<file path="config.mk">
export PLATFORM = sky130hd
export DESIGN_NAME = i2c_txn_sequencer
export DESIGN_NICKNAME = d
export VERILOG_FILES = /design/src/rtl/i2c_txn_sequencer.sv
export SDC_FILE = /design/constraint.sdc
export NUM_CORES = 1
export LEC_CHECK = 0
export CORE_UTILIZATION = 30
export CTS_CLUSTER_SIZE = 12
export DETAILED_ROUTE_END_ITERATION = 7
export SLEW_MARGIN = 5
export SYNTH_ARGS = -nofsm -noshare
export SYNTH_HDL_FRONTEND = slang
export SYNTH_SLANG_ARGS = --single-unit
export TNS_END_PERCENT = 1
</file>
<file path="constraint.sdc">
create_clock -name clock -period 3.4 [get_ports clock]
set_input_delay 0.51 -clock clock [delete_from_list [all_inputs] [get_ports clock]]
set_output_delay 0.51 -clock clock [all_outputs]
set_load 0.01 [all_outputs]
</file>
<file path="src/rtl/i2c_txn_sequencer.sv">
// Register-level I2C transaction sequencer: turns one write/read command
// into a stream of bit/byte engine primitives, with device-address retry.
module i2c_txn_sequencer #(
   parameter int REG_ADDR_BYTES = 1,
   parameter int MAX_LEN        = 4,
   parameter int LEN_W          = 3,
   parameter int RETRIES        = 1
) (
   input  logic                        clock,
   input  logic                        reset,
   input  logic                        cmd_valid,
   output logic                        cmd_ready,
   input  logic                        cmd_rw,
   input  logic [6:0]                  cmd_dev_addr,
   input  logic [8*REG_ADDR_BYTES-1:0] cmd_reg_addr,
   input  logic [LEN_W-1:0]            cmd_len,
   input  logic [8*MAX_LEN-1:0]        wr_data,
   input  logic                        req_next,
   input  logic                        ack_failed,
   input  logic [7:0]                  rx_byte,
   output logic [2:0]                  send_next_state,
   output logic [7:0]                  send_byte_data,
   output logic [8*MAX_LEN-1:0]        rd_data,
   output logic                        done,
   output logic                        error
);

   localparam logic [2:0] P_GET   = 3'd0;
   localparam logic [2:0] P_START = 3'd1;
   localparam logic [2:0] P_ONE   = 3'd2;
   localparam logic [2:0] P_RSTRT = 3'd3;
   localparam logic [2:0] P_STOP  = 3'd4;
   localparam logic [2:0] P_BYTE  = 3'd5;
   localparam logic [2:0] P_RECV  = 3'd6;
   localparam logic [2:0] P_ZERO  = 3'd7;

   localparam logic [LEN_W-1:0] LEN_MAX = LEN_W'(MAX_LEN);
   localparam logic [1:0] REG_LAST = 2'(REG_ADDR_BYTES - 1);
   localparam logic [1:0] RETRY_MAX = 2'(RETRIES);

   typedef enum logic [3:0] {
      S_IDLE, S_START, S_DEV_W, S_REG, S_WDATA, S_RSTART,
      S_DEV_R, S_RDATA, S_ACK, S_NACK, S_STOP
   } state_t;

   state_t                      state;
   logic                        rw_q;
   logic [6:0]                  dev_q;
   logic [8*REG_ADDR_BYTES-1:0] reg_q;
   logic [8*MAX_LEN-1:0]        wdata_q;
   logic [LEN_W-1:0]            len_q;
   logic [LEN_W-1:0]            byte_cnt;
   logic [1:0]                  reg_cnt;
   logic [1:0]                  retry_cnt;
   logic                        retry_pend;
   logic [LEN_W-1:0]            len_clamp;

   assign cmd_ready = (state == S_IDLE);

   always_comb begin
      len_clamp = (cmd_len > LEN_MAX) ? LEN_MAX : cmd_len;
      if (cmd_rw && len_clamp == '0)
         len_clamp = LEN_W'(1);
   end

   always_comb begin
      send_next_state = P_GET;
      send_byte_data  = 8'h00;
      case (state)
         S_START:  send_next_state = P_START;
         S_DEV_W: begin
            send_next_state = P_BYTE;
            send_byte_data  = {dev_q, 1'b0};
         end
         S_REG: begin
            send_next_state = P_BYTE;
            send_byte_data  = reg_q[8*REG_ADDR_BYTES-1 -: 8];
         end
         S_WDATA: begin
            send_next_state = P_BYTE;
            send_byte_data  = wdata_q[7:0];
         end
         S_RSTART: send_next_state = P_RSTRT;
         S_DEV_R: begin
            send_next_state = P_BYTE;
            send_byte_data  = {dev_q, 1'b1};
         end
         S_RDATA:  send_next_state = P_RECV;
         S_ACK:    send_next_state = P_ZERO;
         S_NACK:   send_next_state = P_ONE;
         S_STOP:   send_next_state = P_STOP;
         default:  send_next_state = P_GET;
      endcase
   end

   always_ff @(posedge clock) begin
      if (reset) begin
         state      <= S_IDLE;
         rw_q       <= 1'b0;
         dev_q      <= '0;
         reg_q      <= '0;
         wdata_q    <= '0;
         len_q      <= '0;
         byte_cnt   <= '0;
         reg_cnt    <= '0;
         retry_cnt  <= '0;
         retry_pend <= 1'b0;
         rd_data    <= '0;
         done       <= 1'b0;
         error      <= 1'b0;
      end else begin
         done <= 1'b0;
         if (state == S_IDLE) begin
            if (cmd_valid) begin
               rw_q       <= cmd_rw;
               dev_q      <= cmd_dev_addr;
               reg_q      <= cmd_reg_addr;
               wdata_q    <= wr_data;
               len_q      <= len_clamp;
               byte_cnt   <= '0;
               reg_cnt    <= '0;
               retry_cnt  <= '0;
               retry_pend <= 1'b0;
               rd_data    <= '0;
               error      <= 1'b0;
               state      <= S_START;
            end
         end else if (req_next) begin
            // a NACK on any byte we sent overrides the normal advance
            if (send_next_state == P_BYTE && ack_failed) begin
               state <= S_STOP;
               if (state == S_DEV_W && retry_cnt < RETRY_MAX) begin
                  retry_cnt  <= retry_cnt + 2'd1;
                  retry_pend <= 1'b1;
               end else begin
                  error <= 1'b1;
               end
            end else begin
               case (state)
                  S_START: begin
                     reg_cnt  <= '0;
                     byte_cnt <= '0;
                     state    <= S_DEV_W;
                  end
                  S_DEV_W: state <= S_REG;
                  S_REG: begin
                     reg_q   <= reg_q << 8;
                     reg_cnt <= reg_cnt + 2'd1;
                     if (reg_cnt == REG_LAST) begin
                        if (rw_q)
                           state <= S_RSTART;
                        else if (len_q == '0)
                           state <= S_STOP;
                        else
                           state <= S_WDATA;
                     end
                  end
                  S_WDATA: begin
                     wdata_q <= wdata_q >> 8;
                     if (byte_cnt == len_q - 1'b1) begin
                        state <= S_STOP;
                     end else begin
                        byte_cnt <= byte_cnt + 1'b1;
                     end
                  end
                  S_RSTART: state <= S_DEV_R;
                  S_DEV_R:  state <= S_RDATA;
                  S_RDATA: begin
                     for (int i = 0; i < MAX_LEN; i++)
                        if (byte_cnt == LEN_W'(i))
                           rd_data[8*i +: 8] <= rx_byte;
                     if (byte_cnt == len_q - 1'b1)
                        state <= S_NACK;
                     else
                        state <= S_ACK;
                  end
                  S_ACK: begin
                     byte_cnt <= byte_cnt + 1'b1;
                     state    <= S_RDATA;
                  end
                  S_NACK: state <= S_STOP;
                  S_STOP: begin
                     if (retry_pend) begin
                        retry_pend <= 1'b0;
                        state      <= S_START;
                     end else begin
                        done  <= 1'b1;
                        state <= S_IDLE;
                     end
                  end
                  default: state <= S_IDLE;
               endcase
            end
         end
      end
   end

endmodule

</file>
==> results of run 1 <==
## cells in the final DEF (no fill, tap or decap), drive strengths merged, types with 2 or more instances in the layout
cell           Yosys  routed
clkbuf            28      10
nor2              79      79
a21oi             41      41
o31ai              3       3
nand2b            14      14
nand4              8       8
nor3               8       8
inv               22      23
nor2b              6       6
clkdlybuf4s50      0     108
nand3             12      12
clkinvlp           0       2
nor4b              2       2
ha                 9       9
mux2i             36      36
nand2             84      84
mux2               2       2
or4                2       2
xor2               4       4
o21ai              9       9
a211oi             4       4
buf               12      12
and3               2       2
dfxtp             97      97
clkinv             0       2
a222oi             7       7
and2               9       9
a311oi            25      25
nor4               5       5
## power by group
part / switching (uW) / leakage (uW) / internal (uW)
logic: 1650 / 0.00126 / 1140
clock network: 453 / 0.000139 / 573
registers: 219 / 0.000790 / 1460
## sequential cells by signal (all words and copies together) (netlist names)
register	count
rd_data	32
done	1
error	1
wdata_q	32
rw_q	1
len_q	3
reg_cnt	2
state	4
reg_q	8
byte_cnt	3
dev_q	7
retry_cnt	2
retry_pend	1
## area by class of cell
type,instances,area share (%)
inverter,22,1.32
tap,211,4.22
multi-input combinational,388,39.7
sequential,97,31.1
timing repair buffer,120,18.9
clock buffer,10,3.66
clock inverter,6,1.08
## per-layer routing
metal  vias to the layer above  part of all wire, %
met5                         -                    0
met4                         0                  1.8
met3                        17                  5.9
met2                       138                   47
met1                      1937                   45
li1                       2084                    -
## path summary, 6_finish.rpt
path                                from           endpoint  slack, ns
worst max-delay path            state[1]  send_byte_data[3]       0.27
worst min-delay path            reg_q[1]           reg_q[1]       0.46
worst max register to register  state[3]        byte_cnt[2]       0.73
worst min register to register  reg_q[1]           reg_q[1]       0.46
## worst max-delay path, delay by kind of cell, from the launching register on
kind | cells | cell delay (ns)
buffers and inverters | 3 | 0.80
AND/OR/NAND/NOR | 1 | 0.74
flip-flops | 1 | 0.53
AO/OA/AOI/OAI | 1 | 0.20
## metrics by stage
step	utilization (%)	hold WS, ns	instances	instance area, um^2	total power [uW]
final	41.0	0.459	854	6250	5490
after global routing	41.0	0.479	854	6250	5910
after global placement	39.0	0.440	838	5950	4450
after floorplan	-	0.430	547	4690	3680
after detailed placement	39.0	0.449	838	5950	4510
after CTS	40.9	0.459	854	6250	5560
## cell families after synthesis
logic type               Yosys count
AND/OR/NAND/NOR                  236
AO/OA/AOI/OAI                    100
flip-flops                        97
buffers and inverters             62
multiplexers                      38
adder cells (fa/ha/maj)            9
XOR/XNOR                           5
==> flow_summary.json, run 1 <==
{
  "syn_area_mm2": 0.00469,
  "grtUsageMet2_pct": 25.9,
  "worstSetupEndpointType": "primary output",
  "hold_depth": 2,
  "first_pass_iters": 5,
  "drv_cap": 0,
  "worst_pin_slew_ns": 1.27,
  "synth_mux_area_share_pct": 8.24,
  "die_w_um": 127,
  "cellPowerDensity_mw_per_mm2": 878,
  "synth_top_family_by_area": "simple AND/OR/NAND/NOR gates",
  "portBuffers": 109,
  "synth_top_area_cell": "dfxtp_1",
  "use_met1_pct": 20.4,
  "ys.flop_type": "dfxtp_1",
  "n_antenna_cell": 0,
  "grt-ovfl-total": 0,
  "drc": 0,
  "crit_type": "register to primary output",
  "worstSetupStartpointType": "register",
  "p_leak_uw": 0.00219,
  "yosysWarnings": 0,
  "synthXorXnorAreaFrac_pct": 0.933,
  "viasPerCell": 4.89,
  "fillerInstances": 1540,
  "antenna_found_initial": 0,
  "synth-adder-area-share_pct": 2.40,
  "final-hold-violation-count": 0,
  "grt_first_pass_wirelength_um": 20300,
  "cp_max_fo": 12,
  "yosys.area.top_type_share_pct": 41.4,
  "syn_inst": 547,
  "layout_setup_ws_ns": 0.266,
  "crit_top_cell": "inv_1",
  "root_buffer": "clkbuf_16",
  "htree_levels": 3,
  "synth_edf_count": 0,
  "synth_compound_area_share_pct": 17.8,
  "ir_worst_vdd_mv": 0.383,
  "post_cts_resized": 0,
  "ys_seq_elements": 97,
  "syn_to_final_growth_pct": 33.2,
  "ys_top_cells_by_area": "dfxtp_1, a311oi_2, mux2i_1",
  "syn_area_per_cell_um2": 8.58,
  "dp_hpwl_um": 8470,
  "busiest_layer": "met2",
  "grt_pass1_vias": 3982,
  "rsz0062_at_grt": "false",
  "cp.required_ns": 2.89,
  "reg2regPathDepth": 5,
  "drtIter0Drc": 326,
  "report.final.slew_viol_count": 0,
  "cp.arrival_ns": 2.62,
  "hold_buffers": 0,
  "layout.area.seq_mm2": 0.00194,
  "path_clk_slew_ns": 0.07,
  "setup_violations": 0,
  "yosysMostFrequentCell": "dfxtp_1",
  "rows": 45,
  "ioPinCount": 110,
  "die_height_um": 127,
  "clkLatencyLatePin_ns": 0.35,
  "grt_use_met3_pct": 3.43,
  "globalRouteTotalUtil_pct": 15.9,
  "min_period_ns": 3.13,
  "synthSimpleGateAreaFrac_pct": 23.5,
  "ant_nets": 0,
  "ys_top_cells_by_count": "dfxtp_1, nand2_1, nor2_1",
  "async_flop_share_pct": 0,
  "multi_input_area_mm2": 0.00248,
  "min_path_type": "register to register",
  "core_mm2": 0.0153,
  "cp_cell_sequence": "inv_1 -> nor3_1 -> a222oi_1 -> inv_1 -> clkdlybuf4s50_1",
  "slowest_stage": "nor3_1",
  "initial_core_util_pct": 30.8,
  "cts_setup_buffers": 0,
  "slew_headroom_pct": 14.7,
  "cts_buffer_depth": 2,
  "outcome": "finished, final reports clean",
  "ys_seq_area_share_pct": 41.4,
  "wirelength_um": 12400,
  "num_vias": 4176,
  "dieArea_mm2": 0.0161,
  "slowest_delay_ns": 0.74,
  "finClkSkew_ns": 0.00599,
  "place_ws_ns": 0.502,
  "fmax_mhz": 319,
  "post-route-period-util_pct": 92.2,
  "layout-drive-gt1-share_pct": 9.80,
  "ys_types": 53,
  "syn-num-nets": 620,
  "grt_max_degree": 65,
  "cts_buffers": 9,
  "gp_congestion": 0.866,
  "cts_sinks": 97,
  "routedWlPerCell_um": 14.6,
  "tns_ns": 0,
  "finalNetCount": 711,
  "cts_tree": "built"
}
(Power assumes the default switching activity.)
==> inputs of run 2 (changes only) <==
- CORE_MARGIN: not set -> 2
- CORE_UTILIZATION: 30 -> 45
- PLACE_DENSITY: not set -> 0.73
==> run 2 against run 1 <==
Compared with the run above:
- via count rose by 0.12%
- sequential power about the same
- design area down 2.6%
- final cell count shrank 8.7%
- combinational power about the same
- setup slack improved by 0.0034 ns
- global-route usage up 4.7 points
- register-to-register slack got worse by 0.08 ns
- core utilization grew 19 points
- power fell by 3.8%
- non-clock buffer count up 1
- critical path depth is the same
- critical path type unchanged
- critical endpoint is now send_byte_data[7]
- largest cell class unchanged
- highest routed layer unchanged
==> flow_summary.json, run 2 (synthesized netlist as in run 1, its figures left out) <==
{
  "grt_pass1_vias": 3967,
  "place_ws_ns": 0.683,
  "final_cell_mix": "clkdlybuf4s50_1, dfxtp_1, nand2_1, nor2_1, a21oi_1",
  "intPower_uw": 3040,
  "critPathBufInv": 3,
  "portBuffers": 109,
  "cts_sinks": 97,
  "worst_pin_slew_ns": 0.890,
  "p_leak_uw": 0.00217,
  "first_pass_iters": 7,
  "n_antenna_cell": 0,
  "comb_power_share_pct": 52.3,
  "wirelength_um": 11500,
  "cp_max_fo": 18,
  "min_path_type": "register to register",
  "worstSetupStartpointType": "register",
  "ioPinCount": 110,
  "setup_violations": 0,
  "rows": 37,
  "slew_headroom_pct": 39.1,
  "slowest_stage": "nor3_1",
  "power_frac_seq_pct": 31.8,
  "cp.arrival_ns": 2.62,
  "crit_type": "register to primary output",
  "ir_worst_vdd_mv": 0.447,
  "drtIter0Drc": 310,
  "viasPerCell": 5.36,
  "rsz0062_at_grt": "false",
  "cellPowerDensity_mw_per_mm2": 867,
  "tns_ns": 0,
  "routedWlPerCell_um": 14.8,
  "antenna_found_initial": 0,
  "globalRouteTotalUtil_pct": 20.6,
  "cts_setup_buffers": 0,
  "worstSetupEndpointType": "primary output",
  "path_clk_slew_ns": 0.09,
  "core_mm2": 0.0102,
  "gp_congestion": 0.894,
  "post-route-period-util_pct": 92.1,
  "fmax_mhz": 319,
  "layout_setup_ws_ns": 0.270,
  "slowest_delay_ns": 0.76,
  "cts_buffers": 9,
  "fin_util_pct": 59.5,
  "post_cts_resized": 0,
  "hold_ws_ns": 0.460,
  "cp.required_ns": 2.89,
  "final-hold-violation-count": 0,
  "crit_family": "buffers and inverters",
  "outcome": "finished, final reports clean",
  "clkLatencyLatePin_ns": 0.36,
  "drv_cap": 0,
  "dp_hpwl_um": 7890,
  "die_height_um": 106,
  "initial_core_util_pct": 45.9,
  "cts_buffer_depth": 2,
  "power_uw": 5280,
  "p_switching_uw": 2250,
  "dieArea_mm2": 0.0113,
  "grt_max_degree": 71,
  "layout_commonest_cell": "clkdlybuf4s50_1",
  "num_vias": 4181,
  "report.final.slew_viol_count": 0,
  "power.share.switching_pct": 42.5,
  "min_period_ns": 3.13,
  "cts_tree": "built",
  "grt_first_pass_wirelength_um": 18900,
  "root_buffer": "clkbuf_8",
  "top_regs": "rd_data x32, wdata_q x32, reg_q x8",
  "hold_buffers": 0,
  "clkPwrFrac_pct": 15.9,
  "cp_cell_sequence": "buf_4 -> nor3_1 -> a222oi_1 -> inv_1 -> clkdlybuf4s50_1",
  "htree_levels": 3,
  "finClkSkew_ns": 0.0125,
  "drc": 0,
  "ant_nets": 0,
  "layout-drive-gt1-share_pct": 9.78,
  "finalNetCount": 712,
  "grt-ovfl-total": 0,
  "syn_to_final_growth_pct": 29.8,
  "die_w_um": 106
}
[run 2: power by group through the flow]
stage          combinational (uW)  clock [uW]  sequential [uW]
6_report                     2760         838             1680
5_1_grt                      3040         913             1720
4_1_cts                      2770         864             1670
3_5_place_dp                 2760           0             1700
3_3_place_gp                 2690           0             1690
2_1_floorplan                2030           0             1650
[run 2: worst register-to-register path: stages, from the launching register on]
cell	delay, ns
dfxtp_1	0.46
or4_1	0.59
inv_2	0.24
buf_4	0.40
a21oi_1	0.11
nor2_2	0.50
mux2i_1	0.25
nor2_1	0.06
[run 2: path summary, 6_finish.rpt]
kind	cells past startpoint	slack [ns]	endpoint	start
setup / recovery	5	0.27	send_byte_data[7]	state[3]
hold / removal	2	0.46	len_q[2]	len_q[2]
setup reg to reg	7	0.65	rd_data[19]	state[0]
hold reg to reg	2	0.46	len_q[2]	len_q[2]
[run 2: stage by stage]
step | instance area (um^2) | std cells
final | 6090 | 780
after global routing | 6090 | 780
after CTS | 6090 | 780
after detailed placement | 5860 | 764
after global placement | 5860 | 764
after floorplan | 4690 | 547
[run 2: metal layers]
layer	vias to the layer above	wire (um)	global-route usage [%]
met5	-	0	0
met3	24	663	3.92
met1	1953	5060	27.3
met4	0	252	7.99
met2	130	5570	33.2
li1	2074	-	-
[run 2: layout make-up]
class / instances / area [um^2]
clock buffers: 11 / 141
clock inverters: 5 / 86.3
fillers: 908 / 4140
inverters: 22 / 82.6
multi-input cells: 388 / 2480
flip-flops and latches: 97 / 1940
well taps: 136 / 170
repair buffers: 121 / 1190
==> inputs of run 3 (changes only) <==
- ABC_AREA: not set -> 1
- PLACE_DENSITY: 0.73 -> 0.74
==> run 3 against run 2 <==
Compared with the run above:
- non-clock buffer count shrank 8
- core utilization increased by 0.58 points
- wire length rose by 1.7%
- design area is 3.1% lower
- count of clock-buffer cells in the layout decreased by 1
- critical path depth grew 2
- synthesized cell count is 24% higher
- largest cell class unchanged
- first-iteration DRC count decreased by 31%
- clock skew increased by 0.00098 ns
==> flow_summary.json, run 3 <==
{
  "antenna_found_initial": 0,
  "htree_levels": 3,
  "post-route-period-util_pct": 82.3,
  "power.share.switching_pct": 47.8,
  "top_regs": "rd_data x32, wdata_q x32, reg_q x8",
  "core_mm2": 0.00982,
  "ant_nets": 0,
  "path_clk_slew_ns": 0.10,
  "tns_ns": 0,
  "ys_seq_area_share_pct": 42.3,
  "cts_tree": "built",
  "rows": 36,
  "grt_pass1_vias": 4392,
  "placed_area_mm2": 0.00571,
  "post_cts_resized": 0,
  "multi_input_area_mm2": 0.00228,
  "ys_top_cells_by_count": "nand2_1, dfxtp_1, nor2_1",
  "cp_cell_sequence": "nand2_1 -> inv_2 -> nand2_2 -> inv_1 -> nand2_1 -> o211ai_1 -> clkdlybuf4s50_1",
  "cts_buffers": 9,
  "min_path_type": "register to register",
  "comb_power_share_pct": 54.7,
  "yosys.area.top_type_share_pct": 42.3,
  "worst_pin_slew_ns": 0.585,
  "die_height_um": 105,
  "ys_types": 30,
  "ys_top_cells_by_area": "dfxtp_1, nand2_1, nor2_1",
  "syn_area_mm2": 0.00459,
  "routedWlPerCell_um": 12.9,
  "drc": 0,
  "yosysMostFrequentCell": "nand2_1",
  "p_switching_uw": 2570,
  "clkPwrFrac_pct": 13.8,
  "cp.arrival_ns": 2.29,
  "synth_edf_count": 0,
  "dp_hpwl_um": 8340,
  "cp_max_fo": 11,
  "crit_family": "buffers and inverters",
  "min_period_ns": 2.80,
  "syn_area_per_cell_um2": 6.76,
  "cts_setup_buffers": 0,
  "drv_cap": 0,
  "layout-drive-gt1-share_pct": 5.81,
  "setup_violations": 0,
  "worstSetupEndpointType": "primary output",
  "cts_sinks": 97,
  "stdcell_area_mm2": 0.00590,
  "fillerInstances": 972,
  "p_leak_uw": 0.00257,
  "fin_util_pct": 60.1,
  "drtIter0Drc": 215,
  "portBuffers": 109,
  "grt-ovfl-total": 0,
  "async_flop_share_pct": 0,
  "ir_worst_vdd_mv": 0.530,
  "grt_max_degree": 66,
  "fin_cells": 908,
  "yosysWarnings": 0,
  "die_w_um": 105,
  "power_frac_seq_pct": 31.5,
  "critPathBufInv": 3,
  "power_uw": 5370,
  "crit_type": "register to primary output",
  "ioPinCount": 110,
  "syn_inst": 679,
  "syn-num-nets": 752,
  "final-hold-violation-count": 0,
  "syn_to_final_growth_pct": 28.7,
  "report.final.slew_viol_count": 0,
  "initial_core_util_pct": 46.7,
  "slew_headroom_pct": 61.0,
  "finClkSkew_ns": 0.0135,
  "hold_buffers": 0,
  "synth_top_area_cell": "dfxtp_1",
  "final_cell_mix": "nand2_1, clkdlybuf4s50_1, dfxtp_1, nor2_1, a21oi_1",
  "gp_congestion": 0.891,
  "fmax_mhz": 357,
  "wirelength_um": 11700,
  "root_buffer": "clkbuf_8",
  "viasPerCell": 4.98,
  "finalNetCount": 843,
  "ys_seq_elements": 97,
  "outcome": "finished, final reports clean",
  "ys.flop_type": "dfxtp_1",
  "globalRouteTotalUtil_pct": 21.5,
  "slowest_delay_ns": 0.58,
  "n_antenna_cell": 0,
  "cts_buffer_depth": 2,
  "worstSetupStartpointType": "register",
  "dieArea_mm2": 0.0110,
  "placed_cells": 892,
  "first_pass_iters": 5,
  "crit_top_cell": "nand2_1",
  "cp.required_ns": 2.89,
  "slowest_stage": "clkdlybuf4s50_1",
  "rsz0062_at_grt": "false",
  "num_vias": 4526,
  "intPower_uw": 2800,
  "layout_commonest_cell": "nand2_1",
  "layout.area.seq_mm2": 0.00194,
  "cellPowerDensity_mw_per_mm2": 909,
  "grt_first_pass_wirelength_um": 19900,
  "clkLatencyLatePin_ns": 0.36
}
-- run 3: area by class of cell --
type | count | share of cell area [%]
multi-input combinational | 496 | 38.6
timing repair buffer | 113 | 19.0
sequential | 97 | 32.9
inverter | 53 | 3.39
clock inverter | 6 | 0.975
tap | 133 | 2.82
clock buffer | 10 | 2.33
-- run 3: path summary, 6_finish.rpt --
path              cells after the start           endpoint  slack [ns]      from
setup / recovery                      7  send_byte_data[6]        0.60  state[1]
hold / removal                        2           dev_q[6]        0.46  dev_q[6]
setup reg to reg                     10         wdata_q[6]        0.91  state[1]
hold reg to reg                       2           dev_q[6]        0.46  dev_q[6]
-- run 3: routing by layer --
metal	wire length, um	share of wire, %	global-route usage (%)
met5	0	0	0
met4	140	1.2	6.00
met3	503	4.3	3.81
met2	5690	48	37.9
met1	5410	46	26.9
-- run 3: cells by family (layout without fill, tap and decap cells) --
family | count (synthesis) | count (layout) | share of synthesized area [%]
buffers and inverters | 86 | 182 | 8.02
AND/OR/NAND/NOR | 364 | 364 | 32.8
AO/OA/AOI/OAI | 123 | 123 | 14.4
flip-flops | 97 | 97 | 42.3
adder cells (fa/ha/maj) | 9 | 9 | 2.45
-- run 3: stage by stage --
stage | worst slack, ns | hold slack [ns]
6_report | 0.602 | 0.459
3_5_place_dp | 0.906 | 0.447
5_1_grt | 0.457 | 0.484
3_3_place_gp | 0.964 | 0.439
2_1_floorplan | 1.68 | 0.422
4_1_cts | 0.587 | 0.461
-- run 3: worst reg2reg max path, stage by stage, from the launching register on --
cell	delay, ns
dfxtp_1	0.50
nor2_4	0.07
nand2_2	0.09
buf_4	0.37
nand2_1	0.20
nand2_4	0.15
nand2_4	0.09
nor2_8	0.34
inv_2	0.33
nor2_1	0.19
nor2_1	0.07
-- run 3: power by group through the flow --
| stage | clock network, uW | registers [uW] | logic [uW] |
|---|---|---|---|
| floorplan | 0 | 1700 | 2120 |
| global placement | 0 | 1700 | 2850 |
| detailed placement | 0 | 1710 | 2910 |
| CTS | 755 | 1690 | 2930 |
| global route | 801 | 1730 | 3320 |
| finish | 738 | 1690 | 2940 |
==> edit 1, RTL diff (settings of run 1) <==
Change the parameter `LEN_W` from 3 to 6.
--- a/src/rtl/i2c_txn_sequencer.sv
+++ b/src/rtl/i2c_txn_sequencer.sv
@@ -3,7 +3,7 @@
 module i2c_txn_sequencer #(
    parameter int REG_ADDR_BYTES = 1,
    parameter int MAX_LEN        = 4,
-   parameter int LEN_W          = 3,
+   parameter int LEN_W          = 6,
    parameter int RETRIES        = 1
 ) (
    input  logic                        clock,
Interface: changed (resized cmd_len); port bits go from 110 to 113. The function was not compared with the original's and may differ.
==> edit 1 against run 1 <==
Sequential power grew 4%. Fmax grew 7.4%. Synthesized cell count grew 12%. Area after synthesis grew 9.8%. Worst hold slack is essentially flat. Cell area grew 7.2%. Combinational power is essentially flat. Critical path depth is the same. Sequential cell count grew 6. Critical path type unchanged. Routed wire length grew 14%. Worst setup slack gained 220 ps. Global-route usage grew 0.45 points. Total power grew 1.0%. Highest routed layer unchanged. Critical endpoint is now send_byte_data[0].
==> edit 1: results (changes against run 1) <==
stage,metric,value,unit,change
route,Vias per Instance,4.97,,was 4.89
place,Port-buffer cells,112,,was 109
route,Initial DRT Pass Iterations,5,,unchanged
place,gp weighted congestion,0.885,,was 0.866
yosys,Post-Syn Nets,687,,was 620
yosys,Async SR Flop Fraction,0,%,unchanged
worst_hold_path,hold depth,2,,unchanged
route,DRT iter0 DRCs,338,,was 326
yosys,most frequent cells after synthesis,"dfxtp_1, nand2_1, nor2_1, mux2i_1, a22oi_1",,"was dfxtp_1, nand2_1, nor2_1, a21oi_1, mux2i_1"
critical_path,R2R depth,7,,was 5
global_routing,met3 GRT Util,4.06,%,was 3.43%
clock_tree,Root Driver,clkbuf_16,,unchanged
timing,Least-Margin Pin Slew,1030,ps,was 1270 ps
cells_and_area,Finished Layout Cells,930,,was 854
route,met1 WL,6680,um,was 5580 um
global_routing,M1 GR Usage,21.9,%,was 20.4%
power_and_ir_drop,Leak Pwr,0.00254,uW,was 0.00219 uW
place,Placed Area,6420,sq um,was 5950 sq um
worst_hold_path,worst min path class,reg -> reg,,unchanged
status,status,completed,,unchanged
cells_and_area,Final nets,781,,was 711
route,routed wire length,14200,um,was 12400 um
yosys,synthesis warning total,0,,unchanged
global_routing,initial antenna violation count,0,,unchanged
route,max layer used,met4,,unchanged
route,length of routed met3 wiring,817,um,was 728 um
place,detailed-placement wirelength estimate,10000,um,was 8470 um
clock_tree,Clock Pin Slew Worst Setup and Hold Paths,70,ps,about the same
global_routing,global-route usage over all layers,16.3,%,was 15.9%
yosys,library cells used by synthesis,70,,was 53
clock_tree,worst skew pair latency,350,ps,about the same
place,DP Worst Slack,600,ps,was 502 ps
clock_tree,CTS max path bufs,2,,unchanged
critical_path,crit path max fanout,15,,was 12
clock_tree,H-tree Lvls,3,,unchanged
global_routing,met2 Use GR,25.7,%,was 25.9%
yosys,"Seq/Total Area, Yosys",40.0,%,was 41.4%
clock_tree,Resize count post-CTS,0,,unchanged
cells_and_area,# diodes,0,,unchanged
yosys,"Top FF cell, synth",dfxtp_1,,unchanged
cells_and_area,Top Registers,"rd_data: 32 flops, wdata_q: 32 flops, reg_q: 8 flops",,unchanged
yosys,synthesized instance count,613,,was 547
timing,Final Skew,5.93,ps,was 5.99 ps
global_routing,vias in the first global route,4406,,was 3982
route,ANT nets after route,0,,unchanged
place,placed cell count,916,,was 838
power_and_ir_drop,Max IR drop VDD,0.469,mV,was 0.383 mV
global_routing,first-pass GRT wire length,22900,um,was 20300 um
clock_tree,Post-CTS Setup Bufs,0,,unchanged
route,met2 routed wirelength,6530,um,was 5900 um
global_routing,largest net degree at the start of global routing,96,,was 65
yosys,Synth area leaders,"dfxtp_1, nand2_1, nor2_1",,"was dfxtp_1, a311oi_2, mux2i_1"
clock_tree,total CTS buffers,9,,unchanged
critical_path,Worst Path Arrival,2410,ps,was 2620 ps
cells_and_area,layout cells sized above 1,7.18,%,was 9.80%
-- edit 1: cell types whose count changed in the layout (fill, tap and decap cells not counted), sizes merged, moves of 10 or more --
cell,delta
nand2,+15
nand2b,-11
a21oi,-17
a22oi,+26
nor2,+19
o21ai,+10
-- edit 1: worst paths after layout --
| path | startpoint | end | slack (ps) |
|---|---|---|---|
| max | state[1]$_SDFFE_PP0P_ | send_byte_data[0] | 480 |
| min | dev_q[6]$_SDFFE_PP0P_ | dev_q[6]$_SDFFE_PP0P_ | 460 |
| max reg2reg | state[1]$_SDFFE_PP0P_ | rd_data[4]$_SDFFE_PP0P_ | 750 |
| min reg2reg | dev_q[6]$_SDFFE_PP0P_ | dev_q[6]$_SDFFE_PP0P_ | 460 |
-- edit 1: cell families (layout without fill, tap and decap cells) --
family | count (synthesis) | count (layout) | synth area share [%]
buf+inv | 62 | 159 | 6.34
fa+ha+maj | 7 | 7 | 1.70
mux | 37 | 37 | 7.46
compound gates | 131 | 131 | 19.6
xor+xnor | 6 | 6 | 1.02
flops | 103 | 103 | 40.0
simple gates | 267 | 267 | 23.9
-- edit 1: worst max-delay path: stages, from the launching register on --
cell             delay (ps)
dfxtp_1                 660
buf_4                   290
nor2b_4                 230
nand3_1                 140
a21oi_1                 170
clkdlybuf4s50_1         560
-- edit 1: power breakdown --
| group | total (uW) | internal [uW] | switching (uW) |
|---|---|---|---|
| clock network | 1010 | 565 | 441 |
| logic | 2790 | 1130 | 1670 |
| registers | 1750 | 1510 | 237 |
-- edit 1: layout make-up --
cell class                      count  area, sq um
Fill cell                        1736        10000
Multi-Input combinational cell    448         2760
Clock inverter                      3         46.3
Inverter                           17         71.3
Timing Repair Buffer              128         1250
Tap cell                          220          275
Sequential cell                   103         2060
Clock buffer                       11          233
==> edit 2, RTL diff (settings of run 1) <==
Made on the original files. Re-encode `state_t` (11 states) as Gray code, 4 bits wide.
--- a/src/rtl/i2c_txn_sequencer.sv
+++ b/src/rtl/i2c_txn_sequencer.sv
@@ -39,8 +39,8 @@
    localparam logic [1:0] RETRY_MAX = 2'(RETRIES);
 
    typedef enum logic [3:0] {
-      S_IDLE, S_START, S_DEV_W, S_REG, S_WDATA, S_RSTART,
-      S_DEV_R, S_RDATA, S_ACK, S_NACK, S_STOP
+      S_IDLE = 4'b0000, S_START = 4'b0001, S_DEV_W = 4'b0011, S_REG = 4'b0010, S_WDATA = 4'b0110, S_RSTART = 4'b0111,
+      S_DEV_R = 4'b0101, S_RDATA = 4'b0100, S_ACK = 4'b1100, S_NACK = 4'b1101, S_STOP = 4'b1111
    } state_t;
 
    state_t                      state;
Function: same outputs for any inputs over 4 cycles, from zero or initial values and one cycle with reset high; so few cycles prove little.
==> edit 2 against run 1 <==
Area after synthesis down 5.0%. Worst setup slack better by 5.8 ps. Total power shrank 0.14%. Sequential cell count did not move. Non-clock buffer count grew 3. First-iteration DRC count decreased by 19%. Highest routed layer is now met5. Routed wire length grew 0.24%. Count of clock-buffer cells in the layout is 1 lower. Critical path depth stayed put. Sequential share of layout area grew 0.99 points. Cell area down 3.1%.
==> edit 2: results (changes against run 1) <==
stage,metric,value,unit,change
timing,Least-Margin Pin Slew,1030,ps,was 1270 ps
yosys,"Seq/Total Area, Yosys",43.6,%,was 41.4%
power_and_ir_drop,seq pwr,1740,uW,was 1680 uW
global_routing,met2 Use GR,28.3,%,was 25.9%
yosys,xor-xnor portion of the synthesized cell area,0.983,%,was 0.933%
critical_path,RR Startpoint,state[1]$_SDFFE_PP0P_,,was state[3]$_SDFFE_PP0P_
place,Placed Area,5750,sq um,was 5950 sq um
global_routing,vias in the first global route,3943,,was 3982
route,wire per inst,15.7,um,was 14.6 um
global_routing,met3 GRT Util,8.65,%,was 3.43%
yosys,most frequent cells after synthesis,"dfxtp_1, nor2_1, mux2i_1, nand2_1",,"was dfxtp_1, nand2_1, nor2_1, a21oi_1, mux2i_1"
critical_path,Worst Setup SP,state[2]$_SDFFE_PP0P_,,was state[1]$_SDFFE_PP0P_
cells_and_area,comb_multi_in,349,,was 388
power_and_ir_drop,Internal,3260,uW,was 3170 uW
cells_and_area,clk cell area share,5.02,%,was 4.74%
status,status,completed,,unchanged
route,met2 routed wirelength,5680,um,was 5900 um
timing,hold_ws,460,ps,was 459 ps
place,detailed-placement wirelength estimate,8990,um,was 8470 um
power_and_ir_drop,combinational power,2690,uW,was 2790 uW
critical_path,r2r setup slk,830,ps,was 730 ps
critical_path,R2R depth,8,,was 5
route,Via Count,3949,,was 4176
route,length of routed met3 wiring,1260,um,was 728 um
place,DP Worst Slack,613,ps,was 502 ps
cells_and_area,Seq area share,32.1,%,was 31.1%
critical_path,Critical R2R Capture,wdata_q[14]$_SDFFE_PP0P_,,was byte_cnt[2]$_SDFFE_PP0P_
cells_and_area,Finished Layout Cells,794,,was 854
yosys,Post-Syn Nets,576,,was 620
global_routing,initial antenna violation count,1,,was 0
worst_hold_path,Hold Crit Start,len_q[1]$_SDFFE_PP0P_,,was reg_q[1]$_SDFFE_PP0P_
die,number of placement rows,44,,was 45
global_routing,M1 GR Usage,20.2,%,was 20.4%
cells_and_area,Final nets,677,,was 711
yosys,post-synthesis adder-cell area fraction,2.53,%,was 2.40%
power_and_ir_drop,Sw Ratio,40.6,%,was 42.3%
global_routing,first-pass GRT wire length,20100,um,was 20300 um
==> edit 2: cell count changes after synthesis, moves of 7 or more <==
cell / run 1 / this run
a211oi_1: 4 / 25
a311oi_2: 24 / 0
nand3_1: 12 / 2
and2_1: 9 / 2
mux2i_1: 35 / 62
nand2b_1: 14 / 0
nor2b_1: 6 / 13
a22oi_1: 0 / 16
nand2_1: 84 / 33
a21oi_1: 41 / 22
nor2_1: 76 / 90
==> edit 2: critical path, stage by stage, from the launching register on <==
cell and delay [ps]:
dfxtp_1 660, nand2_1 210, nor2_1 540, a222oi_1 230
inv_1 90, clkdlybuf4s50_1 530
==> edit 2: how the worst max path moves through the flow <==
stage	to	slack (ps)	cells past startpoint
2_1_floorplan	send_byte_data[1]	1150	6
3_3_place_gp	send_byte_data[7]	690	5
3_5_place_dp	send_byte_data[3]	610	5
4_1_cts	send_byte_data[3]	220	5
5_1_grt	send_byte_data[7]	70	5
6_report	send_byte_data[7]	270	5
